## config.mk

```make
export PLATFORM = sky130hd
export DESIGN_NAME = mux_nx1_scan
export DESIGN_NICKNAME = d
export VERILOG_FILES = /design/src/rtl/mux_pkg.sv /design/src/rtl/mux_nx1_scan_dwell_counter.sv /design/src/rtl/mux_nx1_scan.sv
export SDC_FILE = /design/constraint.sdc
export NUM_CORES = 1
export LEC_CHECK = 0
export ABC_AREA = 1
export CORE_ASPECT_RATIO = 0.5
export CORE_UTILIZATION = 48
export DETAILED_ROUTE_END_ITERATION = 10
export PLACE_DENSITY = 0.95
export SETUP_SLACK_MARGIN = 0.4
export SLEW_MARGIN = 20
export SYNTH_ARGS = -nofsm -noshare
export SYNTH_HDL_FRONTEND = slang
export SYNTH_HIERARCHICAL = 1
export SYNTH_SLANG_ARGS = --single-unit
export TNS_END_PERCENT = 100
```

## constraint.sdc

```tcl
create_clock -name clk -period 5.5 [get_ports clk]
set_clock_uncertainty 0.1 [all_clocks]
set_input_delay 1.1 -clock clk [delete_from_list [all_inputs] [get_ports clk]]
set_output_delay 1.1 -clock clk [all_outputs]
set_load 0.005 [all_outputs]
```

## src/rtl/mux_pkg.sv

```systemverilog
// Shared types for the scanning N:1 LED/bus multiplexer.
// Holds the control FSM encoding and the mode-select constants.
package mux_pkg;

  typedef enum logic [1:0] {
    IDLE   = 2'd0,
    MANUAL = 2'd1,
    SCAN   = 2'd2
  } state_e;

  localparam logic MODE_MANUAL = 1'b0;
  localparam logic MODE_SCAN   = 1'b1;

endpackage

```

## src/rtl/mux_nx1_scan_dwell_counter.sv

```systemverilog
// Dwell timer for SCAN mode: counts 0..DWELL-1 while enabled.
// tick pulses on the terminal count; clr or reset returns it to zero.
module dwell_counter #(
  parameter int DWELL = 16
) (
  input  logic clk,
  input  logic rst,
  input  logic en,
  input  logic clr,
  output logic tick
);

  localparam int CW = (DWELL > 1) ? $clog2(DWELL) : 1;
  localparam logic [CW-1:0] LAST = CW'(DWELL - 1);

  logic [CW-1:0] cnt_q, cnt_d;
  logic          at_last;

  assign at_last = (cnt_q == LAST);

  always_comb begin
    cnt_d = cnt_q;
    if (clr) begin
      cnt_d = '0;
    end else if (en) begin
      cnt_d = at_last ? '0 : cnt_q + 1'b1;
    end
  end

  always_ff @(posedge clk) begin
    if (!rst) begin
      cnt_q <= '0;
    end else begin
      cnt_q <= cnt_d;
    end
  end

  assign tick = en && !clr && at_last;

endmodule

```

## src/rtl/mux_nx1_scan.sv

```systemverilog
// N:1 W-bit registered multiplexer with MANUAL select and auto SCAN,
// hold/freeze control and a one-cycle select-change strobe.
module mux_nx1_scan
  import mux_pkg::*;
#(
  parameter  int N     = 4,
  parameter  int W     = 8,
  parameter  int DWELL = 16,
  localparam int SELW  = $clog2(N)
) (
  input  logic            clk,
  input  logic            rst,
  input  logic [N*W-1:0]  in_data,
  input  logic [SELW-1:0] sel_in,
  input  logic            mode,
  input  logic            hold,
  output logic [W-1:0]    out_data,
  output logic [SELW-1:0] out_sel,
  output logic            out_valid,
  output logic            sel_chg
);

  localparam logic [SELW:0]   N_LIM = (SELW + 1)'(N);
  localparam logic [SELW-1:0] LAST  = SELW'(N - 1);

  state_e          state_q, state_d;
  logic [SELW-1:0] sel_q, sel_d, sel_nxt;
  logic [W-1:0]    data_q, data_d, mux_data;
  logic            valid_q, valid_d;
  logic            chg_q;
  logic            sel_ok;
  logic            scanning;
  logic            cnt_en, cnt_clr, tick;

  assign sel_ok   = ({1'b0, sel_in} < N_LIM);
  assign sel_nxt  = (sel_q == LAST) ? '0 : sel_q + 1'b1;
  assign scanning = (state_q == SCAN) && (mode == MODE_SCAN);
  assign cnt_en   = !hold && scanning;
  assign cnt_clr  = !hold && !scanning;

  dwell_counter #(
    .DWELL(DWELL)
  ) u_dwell (
    .clk (clk),
    .rst (rst),
    .en  (cnt_en),
    .clr (cnt_clr),
    .tick(tick)
  );

  // A mode change edge only switches state; the select is left alone.
  always_comb begin
    state_d = state_q;
    sel_d   = sel_q;
    valid_d = valid_q;
    if (!hold) begin
      unique case (state_q)
        IDLE: begin
          valid_d = 1'b1;
          if (mode == MODE_SCAN) begin
            state_d = SCAN;
          end else begin
            state_d = MANUAL;
            if (sel_ok) sel_d = sel_in;
          end
        end
        MANUAL: begin
          if (mode == MODE_SCAN) begin
            state_d = SCAN;
          end else if (sel_ok) begin
            sel_d = sel_in;
          end
        end
        SCAN: begin
          if (mode == MODE_MANUAL) begin
            state_d = MANUAL;
          end else if (tick) begin
            sel_d = sel_nxt;
          end
        end
        default: state_d = IDLE;
      endcase
    end
  end

  always_comb begin
    mux_data = '0;
    for (int k = 0; k < N; k++) begin
      if (sel_d == SELW'(k)) mux_data = in_data[k*W +: W];
    end
  end

  assign data_d = hold ? data_q : mux_data;

  always_ff @(posedge clk) begin
    if (!rst) begin
      state_q <= IDLE;
      sel_q   <= '0;
      data_q  <= '0;
      valid_q <= 1'b0;
      chg_q   <= 1'b0;
    end else begin
      state_q <= state_d;
      sel_q   <= sel_d;
      data_q  <= data_d;
      valid_q <= valid_d;
      chg_q   <= (sel_d != sel_q);
    end
  end

  assign out_data  = data_q;
  assign out_sel   = sel_q;
  assign out_valid = valid_q;
  assign sel_chg   = chg_q;

endmodule
```

==> flow_summary.json <==
{
  "viasPerCell": 5.22,
  "cts.clk_slew.worst_paths_ns": 0.08,
  "hold_viol": 0,
  "drt_first_pass_iters": 5,
  "dp_slack_ns": 1.45,
  "endpoint_kind": "register",
  "die_h_um": 39.5,
  "min_from": "state_q[0]",
  "vdd_drop_max_mv": 0.115,
  "wl_per_cell_um": 13.1,
  "pin_count": 50,
  "timing.hold.ws_ns": 0.378,
  "synth_top_family_by_area": "simple AND/OR/NAND/NOR gates",
  "crit_fanout": 18,
  "fin_nets": 274,
  "coreArea_sq_um": 2640,
  "cts_buffers": 3,
  "finalSetupViolCount": 0,
  "netlist_area_sq_um": 1350,
  "place_hpwl_um": 2590,
  "fin_crit_ns": 3.84,
  "cp.required_ns": 5.61,
  "grt-ovfl-total": 0,
  "insertion_delay_ns": 0.26,
  "cpMostUsedCell": "nor2_2",
  "fin_ws_ns": 1.66,
  "drive_above_1_share_pct": 26.6,
  "ys_types": 23,
  "timing.rr.end": "out_data[2]",
  "dr.first_iter.drc_count": 76,
  "cts-root-buf": "clkbuf_8",
  "synth_fa_ha_area_share_pct": 1.85,
  "grt_setup_unrepaired": "false",
  "dp_cells": 266,
  "fillCellCount": 213,
  "routed-via-count": 1410,
  "syn_nets": 226,
  "postCtsSetupRepairBufs": 0,
  "final_max_slew_viol_count": 0,
  "routed_wl_um": 3550,
  "synthMuxAreaShare_pct": 0,
  "cap_violations": 0,
  "netlist_instances": 186,
  "cts_tree": "yes",
  "rrSetupSlack_ns": 2.70,
  "relSlewSlack_pct": 55.1,
  "synth_compound_area_share_pct": 7.23,
  "finalWeightedCongestion": 0.903,
  "min_path_type": "register to register",
  "yosys.area_share.simple_pct": 55.1,
  "cellLeakagePower_uw": 0.000789,
  "cp_data_arrival_time_ns": 3.95,
  "ys_ff_latch": 18,
  "hold_depth": 2,
  "crit_path_cell_trace": "clkdlybuf4s50_1, inv_2, nor3_1, nand4_1, nor2_1, nand3_1, nand2_1, nor2_2, nor2_4, nand3_1, nand3_2, nor2_2, nor2_2",
  "clock-sinks": 18,
  "tns_ns": 0,
  "post-route-period-util_pct": 69.8,
  "worstMarginPinSlew_ns": 0.669,
  "portBuffers": 49,
  "crit_path_top_delay_cell": "clkdlybuf4s50_1",
  "fp.dieArea_sq_um": 3040,
  "initial_utilization_pct": 51.2,
  "syn_area_per_cell_sq_um": 7.26,
  "seq_area_sq_um": 360,
  "antenna_left": 0,
  "grt_max_degree": 22,
  "drc": 0,
  "cp_slowest_stage_delay_ns": 0.61,
  "max_freq_mhz": 260,
  "instances_no_fill": 270,
  "diodes": 0,
  "post_cts_resized": 0,
  "multi_input_area_sq_um": 866,
  "ys.warnings.count": 6,
  "final_cell_mix": "clkdlybuf4s50_1 (49), nand2_1 (32), nand3_1 (27)",
  "status": "finished, final reports clean",
  "synthXorXnorAreaFrac_pct": 0,
  "path_class": "input port to register",
  "clock_path_buffers": 2,
  "cp_num_buf_inv": 2,
  "power.density_nw_per_um2": 203,
  "critPathLaunchType": "input port",
  "whs_endpoint": "state_q[0]",
  "area_delta_synth_final_pct": 39.7,
  "seq_area_frac_synth_pct": 26.7,
  "reg2reg_depth": 12,
  "power_uw": 382,
  "final_common_cell": "clkdlybuf4s50_1",
  "cpLargestDelayFamily": "simple AND/OR/NAND/NOR gates",
  "reg2reg_from": "state_q[1]",
  "antenna_found_initial": 0,
  "postCtsHoldBufs": 0,
  "grt_pass1_wl_um": 5600,
  "rows": 13,
  "first_global_vias": 1229,
  "die_w_um": 77,
  "htreeDepth": 1,
  "grt_usage_pct": 24.6
}
sequential cells by signal, summed over array words and instances (netlist names):
name           flops
sel_chg            1
out_sel            2
u_dwell/cnt_q      4
state_q            2
out_valid          1
out_data           8
worst min-delay path: stages, from the launching register on:
cell and delay, ns:
dfxtp_1 0.32, nand2_1 0.06, a21oi_1 0.06
layout make-up:
type,count,area share [%]
Clock buffer,4,2.92
Timing Repair Buffer,49,26.0
Tap cell,37,2.46
Multi-Input combinational cell,144,45.9
Inverter,18,3.58
Sequential cell,18,19.1
where the power goes:
group,internal (uW),switching [uW],leakage (uW),total (uW)
clock,63.8,48.6,0.0000288,112
combinational,61.9,62.2,0.000612,124
sequential,139,6.24,0.000148,146
total,265,117,0.000789,382
cells in the mapped netlist, drive strengths merged:
cell type	count	share of area (%)
nor3	1	0.37
o21ai	11	4.1
buf	5	3.9
a31oi	2	0.93
nand4	1	0.46
a21oi	6	2.2
inv	18	5.0
clkbuf	1	0.28
nor3b	1	0.56
ha	2	1.9
dfxtp	18	27
nand3	50	27
nand2	39	13
or2	1	0.46
nor2	30	14
worst max-delay path by stage:
| stage | depth (start not counted) | end | slack (ns) | startpoint |
|---|---|---|---|---|
| 2_1_floorplan | 14 | out_data[0] | 2.54 | mode |
| 3_3_place_gp | 13 | out_data[1] | 1.67 | mode |
| 3_5_place_dp | 13 | out_data[2] | 1.45 | mode |
| 4_1_cts | 13 | out_data[2] | 1.70 | mode |
| 5_1_grt | 13 | out_data[2] | 1.43 | mode |
| 6_report | 13 | out_data[2] | 1.66 | mode |
cells by family (layout without fill, tap and decap cells):
kind of cell | count (synthesis) | after routing
buffers and inverters | 24 | 71
DFF | 18 | 18
and+or+nand+nor | 123 | 123
AOI/OAI and AO/OA | 19 | 19
adders and majority gates | 2 | 2
metal layers:
layer,up-vias,GRT usage (%),wire (um)
met1,654,28.0,1530
met4,0,5.66,29
li1,711,-,-
met3,4,6.28,215
met2,41,48.4,1770
met5,-,0,0
metrics by stage:
stage / utilization [%] / cell area, sq um
2_1_floorplan: - / 1350
3_3_place_gp: 69.5 / 1830
3_5_place_dp: 69.5 / 1830
4_1_cts: 71.6 / 1890
5_1_grt: 71.6 / 1890
6_report: 71.6 / 1890
(Power assumes the default switching activity.)
